`src/rtl/addsub_pkg.sv`:
```
// Shared types and constants for the iterative adder/subtractor.
package addsub_pkg;

  typedef enum logic [1:0] {
    IDLE = 2'd0,
    RUN  = 2'd1,
    DONE = 2'd2
  } state_t;

  localparam logic MODE_ADD = 1'b0;
  localparam logic MODE_SUB = 1'b1;

  // A single-chunk configuration still needs a 1-bit counter.
  function automatic int cnt_width(input int nchunk);
    return (nchunk <= 1) ? 1 : $clog2(nchunk);
  endfunction

endpackage

```
`src/rtl/addsub_iter_if.sv`:
```
// Operand/result handshake bundle of addsub_iter.
interface addsub_iter_if #(
  parameter int WIDTH = 64
);
  logic             in_valid;
  logic             in_ready;
  logic [WIDTH-1:0] a;
  logic [WIDTH-1:0] b;
  logic             mode;
  logic             out_valid;
  logic             out_ready;
  logic [WIDTH-1:0] s;
  logic             cout;
  logic             ovf;
  logic             zero;
  logic             neg;

  modport master (
    output in_valid, a, b, mode, out_ready,
    input  in_ready, out_valid, s, cout, ovf, zero, neg
  );

  modport slave (
    input  in_valid, a, b, mode, out_ready,
    output in_ready, out_valid, s, cout, ovf, zero, neg
  );
endinterface

```
`src/rtl/addsub_chunk.sv`:
```
// Combinational CHUNK-bit adder slice with carry in/out.
module addsub_chunk #(
  parameter int CHUNK = 16
) (
  input  logic             cin,
  input  logic [CHUNK-1:0] x,
  input  logic [CHUNK-1:0] y,
  output logic [CHUNK-1:0] sum,
  output logic             cout
);

  logic [CHUNK:0] full_s;

  assign full_s = {1'b0, x} + {1'b0, y} + {{CHUNK{1'b0}}, cin};
  assign sum    = full_s[CHUNK-1:0];
  assign cout   = full_s[CHUNK];

endmodule

```
`src/rtl/addsub_iter.sv`:
```
// Multi-cycle add/sub: one CHUNK-bit slice walks the operands LSB chunk first,
// carrying between cycles in a register; flags are produced with the last chunk.
module addsub_iter
  import addsub_pkg::*;
#(
  parameter int WIDTH = 64,
  parameter int CHUNK = 16
) (
  input  logic         clk,
  input  logic         rst_n,
  addsub_iter_if.slave bus
);

  localparam int NCHUNK = WIDTH / CHUNK;
  localparam int CNT_W  = cnt_width(NCHUNK);
  localparam logic [CNT_W-1:0] LAST_CNT = CNT_W'(NCHUNK - 1);

  if (WIDTH % CHUNK != 0) begin : g_bad_chunk
    $error("addsub_iter: WIDTH must be a multiple of CHUNK");
  end

  state_t           state_r;
  logic [CNT_W-1:0] cnt_r;
  logic             carry_r;
  logic [WIDTH-1:0] a_r;
  logic [WIDTH-1:0] bx_r;
  logic [WIDTH-1:0] s_r;
  logic             cout_r;
  logic             ovf_r;
  logic             zero_r;
  logic             neg_r;

  logic [CHUNK-1:0] a_chunk_s;
  logic [CHUNK-1:0] bx_chunk_s;
  logic [CHUNK-1:0] sum_s;
  logic             carry_s;
  logic [WIDTH-1:0] s_next_s;

  // Select the operand chunks addressed by the chunk counter.
  always_comb begin
    a_chunk_s  = '0;
    bx_chunk_s = '0;
    for (int i = 0; i < NCHUNK; i++) begin
      a_chunk_s  = a_chunk_s  | ((cnt_r == CNT_W'(i)) ? a_r[i*CHUNK +: CHUNK]  : {CHUNK{1'b0}});
      bx_chunk_s = bx_chunk_s | ((cnt_r == CNT_W'(i)) ? bx_r[i*CHUNK +: CHUNK] : {CHUNK{1'b0}});
    end
  end

  addsub_chunk #(.CHUNK(CHUNK)) u_chunk (
    .cin  (carry_r),
    .x    (a_chunk_s),
    .y    (bx_chunk_s),
    .sum  (sum_s),
    .cout (carry_s)
  );

  // Result with the current chunk merged in; flags are taken from this on the last chunk.
  always_comb begin
    s_next_s = s_r;
    for (int i = 0; i < NCHUNK; i++) begin
      s_next_s[i*CHUNK +: CHUNK] = (cnt_r == CNT_W'(i)) ? sum_s : s_r[i*CHUNK +: CHUNK];
    end
  end

  // Control FSM, operand latches and result/flag registers.
  always_ff @(posedge clk) begin
    if (!rst_n) begin
      state_r <= IDLE;
      cnt_r   <= '0;
      carry_r <= 1'b0;
      a_r     <= '0;
      bx_r    <= '0;
      s_r     <= '0;
      cout_r  <= 1'b0;
      ovf_r   <= 1'b0;
      zero_r  <= 1'b0;
      neg_r   <= 1'b0;
    end else begin
      case (state_r)
        IDLE: begin
          if (bus.in_valid) begin
            a_r     <= bus.a;
            bx_r    <= (bus.mode == MODE_SUB) ? ~bus.b : bus.b;
            carry_r <= bus.mode;
            cnt_r   <= '0;
            state_r <= RUN;
          end else begin
            state_r <= IDLE;
          end
        end
        RUN: begin
          s_r     <= s_next_s;
          carry_r <= carry_s;
          if (cnt_r == LAST_CNT) begin
            cout_r  <= carry_s;
            ovf_r   <= (a_r[WIDTH-1] == bx_r[WIDTH-1]) && (s_next_s[WIDTH-1] != a_r[WIDTH-1]);
            zero_r  <= (s_next_s == {WIDTH{1'b0}});
            neg_r   <= s_next_s[WIDTH-1];
            state_r <= DONE;
          end else begin
            cnt_r   <= cnt_r + CNT_W'(1);
          end
        end
        DONE: begin
          if (bus.out_ready) begin
            state_r <= IDLE;
          end else begin
            state_r <= DONE;
          end
        end
        default: begin
          state_r <= IDLE;
        end
      endcase
    end
  end

  assign bus.in_ready  = (state_r == IDLE);
  assign bus.out_valid = (state_r == DONE);
  assign bus.s         = s_r;
  assign bus.cout      = cout_r;
  assign bus.ovf       = ovf_r;
  assign bus.zero      = zero_r;
  assign bus.neg       = neg_r;

endmodule

```
`src/flat_wrapper.sv`:
```
// flat-port wrapper written by rule: the top's interface ports become plain ports
module addsub_iter_flat import addsub_pkg::*;
#(
  parameter int WIDTH = 64,
  parameter int CHUNK = 16
)
  (clk, rst_n, bus_in_valid, bus_a, bus_b, bus_mode, bus_out_ready, bus_in_ready, bus_out_valid, bus_s, bus_cout, bus_ovf, bus_zero, bus_neg);
  addsub_iter_if #(.WIDTH(WIDTH)) bus_i ();
  input  logic clk;
  input  logic rst_n;
  input wire logic [$bits(bus_i.in_valid)-1:0] bus_in_valid;
  input wire logic [$bits(bus_i.a)-1:0] bus_a;
  input wire logic [$bits(bus_i.b)-1:0] bus_b;
  input wire logic [$bits(bus_i.mode)-1:0] bus_mode;
  input wire logic [$bits(bus_i.out_ready)-1:0] bus_out_ready;
  output wire logic [$bits(bus_i.in_ready)-1:0] bus_in_ready;
  output wire logic [$bits(bus_i.out_valid)-1:0] bus_out_valid;
  output wire logic [$bits(bus_i.s)-1:0] bus_s;
  output wire logic [$bits(bus_i.cout)-1:0] bus_cout;
  output wire logic [$bits(bus_i.ovf)-1:0] bus_ovf;
  output wire logic [$bits(bus_i.zero)-1:0] bus_zero;
  output wire logic [$bits(bus_i.neg)-1:0] bus_neg;
  assign bus_i.in_valid = bus_in_valid;
  assign bus_i.a = bus_a;
  assign bus_i.b = bus_b;
  assign bus_i.mode = bus_mode;
  assign bus_i.out_ready = bus_out_ready;
  assign bus_in_ready = bus_i.in_ready;
  assign bus_out_valid = bus_i.out_valid;
  assign bus_s = bus_i.s;
  assign bus_cout = bus_i.cout;
  assign bus_ovf = bus_i.ovf;
  assign bus_zero = bus_i.zero;
  assign bus_neg = bus_i.neg;
  addsub_iter #(.WIDTH(WIDTH), .CHUNK(CHUNK)) u_core (.clk(clk), .rst_n(rst_n), .bus(bus_i));
endmodule
```
`config.mk`:
```
export PLATFORM = sky130hd
export DESIGN_NAME = addsub_iter_flat
export DESIGN_NICKNAME = d
export VERILOG_FILES = /design/src/rtl/addsub_pkg.sv /design/src/rtl/addsub_iter_if.sv /design/src/rtl/addsub_chunk.sv /design/src/rtl/addsub_iter.sv /design/src/flat_wrapper.sv
export SDC_FILE = /design/constraint.sdc
export NUM_CORES = 1
export LEC_CHECK = 0
export BUFFER_PORTS_ARGS = -buffer_cell sky130_fd_sc_hd__buf_4
export CORE_MARGIN = 2
export CORE_UTILIZATION = 41
export CTS_BUF_LIST = sky130_fd_sc_hd__clkbuf_8 sky130_fd_sc_hd__clkbuf_16
export DETAILED_ROUTE_END_ITERATION = 8
export GPL_ROUTABILITY_DRIVEN = 0
export HOLD_SLACK_MARGIN = 0.12
export PLACE_DENSITY_LB_ADDON = 0.2
export SETUP_SLACK_MARGIN = 0.3
export SYNTH_ARGS = -nofsm -noshare
export SYNTH_HDL_FRONTEND = slang
export SYNTH_SLANG_ARGS = --single-unit
```
`constraint.sdc`:
```
create_clock -name clk -period 5.1 [get_ports clk]
set_clock_uncertainty 0.05 [all_clocks]
set_input_delay 0.51 -clock clk [delete_from_list [all_inputs] [get_ports clk]]
set_output_delay 0.51 -clock clk [all_outputs]
set_load 0.01 [all_outputs]
```
# Word-level counts from Yosys, hierarchy flattened
# Cells that the tools add are included.
[totals] output_inout_bits=70 in_bits=133 regBits=201 word_cells=61
[op_classes] mux=22 n_eq_ne=10 n_addsub=3 n_bitwise=7 reduce_logical=9
[ops] op="16-bit 2-to-1 mux" n=12
[ops] op="16-bit bitwise OR" n=6
[ops] op="64-bit zero test" n=1
[ops] op="64-bit 2-to-1 mux" n=1
[ops] op="64-bit NOT" n=1
[ops] op="16-bit by 16-bit adder with 17-bit output" n=1
[ops] op="17-bit by 1-bit adder with 17-bit output" n=1
[ops] op="2-bit 2-to-1 mux" n=4
[ops] op="2-bit == test, second input constant" n=3
[ops] op="2-bit case mux with 3 select lines" n=1
[ops] op="2-bit AND reduction" n=3
[ops] op="2-bit by 1-bit == test with 1-bit output, second input constant" n=2
[ops] op="2-bit zero test" n=2
[ops] op="2-bit inequality test, second input constant" n=2
[ops] op="2-bit case mux with 2 select lines" n=1
[ops] op="3-bit AND reduction" n=1
[ops] op="2-bit by 1-bit adder with 2-bit output, second input constant" n=1
[ops] op="1-bit 2-to-1 mux" n=2
[ops] op="2-bit by 1-bit inequality test with 1-bit output, second input constant" n=1
[ops] op="1-bit case mux with 2 select lines" n=1
[ops] op="2-bit nonzero test" n=1
[ops] op="1-bit == test" n=1
[ops] op="1-bit logical AND" n=1
[ops] op="1-bit inequality test" n=1

# Longest topological paths before layout
[depth] ltp_word=10 depth_mapped=18 ltp_nobuf=15

# Cells and area by module
# A second synthesis with hierarchy kept.
[hier_totals] cells_unflattened=1159 area_unflattened_um2=9751.9
[modules_own_cells] mod="addsub_iter" cells_each=1065 n_inst=1 seq_area_each_um2=4023.9 area_each_um2=9004.9
[modules_own_cells] mod="addsub_chunk" cells_each=94 n_inst=1 seq_area_each_um2=0.0 area_each_um2=747.0

# Least setup slack after synthesis
# Ideal clock, no wire load.
[synth_path] path_kind="flip-flop to flip-flop" from="register u_core.cnt_r[0]" to="register u_core.zero_r, in the netlist u_core.bus.zero" synth_period_minus_slack_ns=4.271 setup_slack_ns=0.829 path_stages_with_launch=18 required_time_ns=4.966 path_buffers=3 arrival_time_ns=4.136 setup_time_ns=0.084 cell_sequence="dfxtp_1 -> inv_1 -> ha_1 -> buf_2 -> clkbuf_8 -> clkbuf_1 -> a22oi_1 -> nand2_1 -> fa_1 -> fa_1 -> a21o_1 -> a221oi_2 -> o21a_2 -> o221ai_2 -> xor2_1 -> a211o_1 -> a2111o_1 -> o31ai_2"
[synth_between] elab_chain_len=9 elab_cells_between_ends=26 classes_between="add/sub: 2; eq/ne: 3; mux: 12; bitwise: 6; reduce/logical: 3"
[synth_lines] item="from (decl)" line_no="addsub_iter.sv:23" rtl="logic [CNT_W-1:0] cnt_r;"
[synth_lines] item="from (signal assigned)" line_no="addsub_iter.sv:101" rtl="cnt_r <= cnt_r + CNT_W'(1);"
[synth_lines] item="2-bit by 1-bit == test with 1-bit output or 2-bit zero test (tied branches)" line_no="addsub_iter.sv:44, addsub_iter.sv:45, addsub_iter.sv:61"
[synth_lines] item="16-bit 2-to-1 mux (on tied branches)" line_no="addsub_iter.sv:44, addsub_iter.sv:45"
[synth_lines] item="16-bit bitwise OR (on tied branches) (3 in series)" line_no="addsub_iter.sv:44, addsub_iter.sv:45"
[synth_lines] item="16-bit by 16-bit adder with 17-bit output" line_no="addsub_chunk.sv:14" rtl="assign full_s = {1'b0, x} + {1'b0, y} + {{CHUNK{1'b0}}, cin};"
[synth_lines] item="17-bit by 1-bit adder with 17-bit output" line_no="addsub_chunk.sv:14"
[synth_lines] item="16-bit 2-to-1 mux" line_no="addsub_iter.sv:61" rtl="s_next_s[i*CHUNK +: CHUNK] = (cnt_r == CNT_W'(i)) ? sum_s : s_r[i*CHUNK +: CHUNK];"
[synth_lines] item="64-bit zero test" line_no="addsub_iter.sv:97" rtl="zero_r <= (s_next_s == {WIDTH{1'b0}});"
[synth_lines] item="to (signal assigned)" line_no="addsub_iter.sv:97"
[synth_lines] item="to (decl)" line_no="addsub_iter.sv:30" rtl="logic zero_r;"
# Parallel ways exist; a longest one is shown, timed or not.
# A chain may end at the register's enable or synchronous reset.

# Worst setup path in the final report
[layout_path] from="register u_core.cnt_r[1]" to="register u_core.zero_r, in the netlist u_core.bus.zero"
# The elaborated chain is that of the path after synthesis.

==> impl_summary.txt <==
----------------------------------------------------
[Die]
  Area of the die ... ~25000 µm²
  Die height ... 159 µm
  Die X ... between 150 and 200 µm
  Placement row count ... 56
  Core outline area ... approximately 24000 µm²
  Initial Util ... 42.0%
  Io pins ... just over 200

[Layout]
  Ratio of cells with drive above 1 in the final layout ... about a fifth
  Fillers ... about 2300
  Number of nets in the finished design ... around 1500
  Non-filler cells, final ... 1652
  Syn-to-layout area delta ... 23.8%
  Storage element area ... slightly above 4000 µm²
  Multi-input gate area ... around 5500 µm²
  Final standard cell area without fillers ... roughly 12000 µm²
  Antenna cell count ... 0

[Job]
  Reported max-cap violation count ... 0

[Critical path]
  Element type at the critical path start ... flop
  CP max FO ... 15
  Setup CP Type ... flop to flop
  Type of element capturing the critical path ... flop
  Critical path data arrival time ... 4.89 ns
  Crit path max-delay cell type ... sky130_fd_sc_hd__fa_1
  Critical Path RT ... around 5.5 ns
  Crit path largest cell delay ... around 0.50 ns
  Delay-heaviest family, CP ... compound AO/OA/AOI/OAI gates
  Buf/Inv on CP ... 1
  Critical path cell sequence ... inv_1 -> ha_1 -> a22oi_1 -> nand2_1 -> fa_1 -> fa_1 -> xnor2_2 -> a22oi_1 -> a211oi_1 -> nand3b_1 -> a2111oi_0 -> and4_1 -> o2111ai_1 -> a2111o_1 -> o31ai_2

[Route]
  Routed WL per cell ... between 15 and 20 µm
  Via density per instance ... approximately 5.3
  Number of search-and-repair iterations in the first detailed-routing pass ... 5
  Number of violations reported at the end of detailed-routing iteration 0 ... roughly 710
  Routed WL ... between 20 and 30 mm
  Total via count after detailed routing ... roughly 8800
  Post-DRT Antenna Nets ... 0
  DRC violations left ... 0

[STA]
  Slew Viols, Final ... 0
  Count of endpoints failing setup in the final report ... 0
  Worst slack on hold paths ... between 0.2 and 0.25 ns
  Post-route minimum period ... 4.52 ns
  Slew @ Worst Pin ... around 1.0 ns
  Hold Violations, Final ... 0
  Final worst slack ... between 0.5 and 0.6 ns
  Setup TNS ... 0 ns
  Unrepaired setup endpoints after global routing ... false
  Achievable clock frequency ... 0.221 GHz
  Final worst path period share ... between 80% and 90%
  Max-slew headroom ... 33.2%

[Global routing]
  Wire length of the first global-routing pass ... approximately 46 mm
  Initial antenna violation count ... 0
  Grt ovf ... 0
  Vias in the first global route ... just over 8000
  Largest net degree at the start of global routing ... 106
  Overall global routing resource usage ... ~22%

[Synth]
  Post-Synthesis Net Count ... around 1300
  Mapped cell area ... just under 10000 µm²
  YS warnings ... 0
  Count of cell types in the netlist ... 67
  Prevailing post-synth register cell ... sky130_fd_sc_hd__dfxtp_1
  Number of synthesized register bits ... ~200
  Proportion of synthesized flip-flops having asynchronous set or reset ... 0%
  Syn Inst Count ... approximately 1200
  Top cell type's share of synthesized area ... between 40 and 50%
  Sequential-to-total area share from yosys stat ... between 40% and 50%
  Mean instance size in the synthesized netlist ... 8.41 µm²
  Cell taking the most area after synthesis ... sky130_fd_sc_hd__dfxtp_1
  Post-synth EDFFs ... 0
  Top post-synthesis cells by area ... sky130_fd_sc_hd__dfxtp_1 41%, sky130_fd_sc_hd__nand2_1 14%, sky130_fd_sc_hd__a21boi_0 9.0%, sky130_fd_sc_hd__o211a_1 7.0%, sky130_fd_sc_hd__xnor2_1 6.4%

[Clock tree]
  Total number of clock tree sinks ... ~200
  Post-CTS clock slew at the launch and capture registers of the worst setup and hold paths ... 0.06 ns
  Quantity of hold-fixing buffers added after cts ... 0
  Root buffer cell ... sky130_fd_sc_hd__clkbuf_16
  Clock Latency Late Sink ... ~0.50 ns
  Buffer levels on the longest clock path ... 3
  H-tree level count ... 1
  Total CTS buffers ... 23
  TritonCTS clock tree ... built

[Pwr]
  Total leakage power ... approximately 5.6 nW
  Power Dens Cells ... 331 nW/µm²
  Worst IR Drop VDD ... around 0.17 mV

[Placed design]
  Post-Place Cells ... about 1600
  Pre-CTS setup slack ... around 0.7 ns
  Half-perimeter wire length after placement ... approximately 21 mm
  Number of input and output port buffers inserted ... just over 200
  Area post-placement ... roughly 12000 µm²

[Run status]
  Result of the run ... complete, no violations

[Worst hold path]
  Hold Path Class ... primary input to flop

----------------------------------------------------
path summary, 6_finish.rpt:
check	from	end	slack [ns]	depth (start not counted)
min	bus_a[15]	u_core.a_r[15]	0.21	3
min reg2reg	u_core.bus.s[63]	u_core.bus.s[63]	0.41	2
max	u_core.cnt_r[1]	u_core.bus.zero	0.58	15
max reg2reg	u_core.cnt_r[1]	u_core.bus.zero	0.58	15
what timing repair did:
action,4_1_cts,5_1_grt
setup endpoints to repair,0,1
buffers inserted,0,0
resized for setup,0,2
stage by stage:
stage               utilization [%]  total power, mW
floorplan                         -             2.22
global placement               48.9             2.51
detailed placement             48.9             2.51
CTS                            51.9             4.07
global route                   52.0             4.22
finish                         52.0             4.05
cells in the mapped netlist (all sizes together), types with 18 or more instances:
cell / instances
nand2: 360
dfxtp: 201
a21boi: 120
clkbuf: 80
xnor2: 73
o211a: 70
a22oi: 67
nor2: 23
ha: 19
o21ai: 19
a21oi: 18
kinds of logic (layout without fill, tap and decap cells):
logic type / after synthesis / in the layout / synth area share [%]
AND/OR/NAND/NOR: 440 / 440 / 18.1
AO/OA/AOI/OAI: 335 / 335 / 27.0
flip-flops: 201 / 201 / 40.7
buffers and inverters: 99 / 257 / 4.16
XOR/XNOR: 78 / 78 / 7.06
adder cells (fa/ha/maj): 21 / 21 / 2.81
multiplexers: 1 / 1 / 0.101
tightest hold or removal path: cells and delay by family:
family / cells / cell delay [ns]
buffers and inverters: 1 / 0.11
and+or+nand+nor: 1 / 0.04
AOI/OAI and AO/OA: 1 / 0.06
cell type report:
cell class | instances | area share, %
tap | 319 | 3.26
sequential | 201 | 32.9
clock inverter | 9 | 0.419
timing repair buffer | 212 | 13.1
clock buffer | 30 | 5.49
multi-input combinational | 875 | 44.7
inverter | 6 | 0.184
routing by layer:
layer	wire length [µm]	global-route usage (%)	up-vias
met5	0	0	-
met4	646	5.70	0
met3	1890	3.86	46
met2	13400	35.8	331
met1	13400	31.3	4109
li1	-	-	4348
state kept, by name (all words and copies together), names as in the netlist:
name / flops
u_core.bus.s: 64
u_core.state_r: 2
u_core.bus.ovf: 1
u_core.cnt_r: 2
u_core.bus.neg: 1
u_core.bus.zero: 1
u_core.a_r: 64
u_core.bus.cout: 1
u_core.bx_r: 64
u_core.carry_r: 1
placed cells by master (no fill, tap or decap), drive strengths merged, types with 3 or more instances in the layout:
master / Yosys / layout
nor4: 7 / 7
ha: 19 / 19
o211a: 70 / 70
o21a: 4 / 4
buf: 13 / 212
clkbuf: 80 / 30
nor2: 23 / 23
xor2: 5 / 5
nor3: 11 / 11
a21o: 4 / 4
nand2: 360 / 360
and2: 13 / 13
o211ai: 6 / 6
clkinv: 0 / 3
a21boi: 120 / 120
dfxtp: 201 / 201
and3: 4 / 4
a211o: 4 / 4
a31oi: 4 / 4
o21ai: 19 / 19
a22oi: 67 / 67
xnor2: 73 / 73
inv: 6 / 11
a21oi: 18 / 18
nand4: 3 / 3
nor2b: 6 / 6
power breakdown:
part / switching, mW / internal [mW] / total, mW
clock: 0.641 / 0.922 / 1.56
combinational: 0.447 / 0.308 / 0.755
sequential: 0.0662 / 1.66 / 1.73
total: 1.15 / 2.89 / 4.05
No activity file was read; power rests on OpenSTA's default activity.
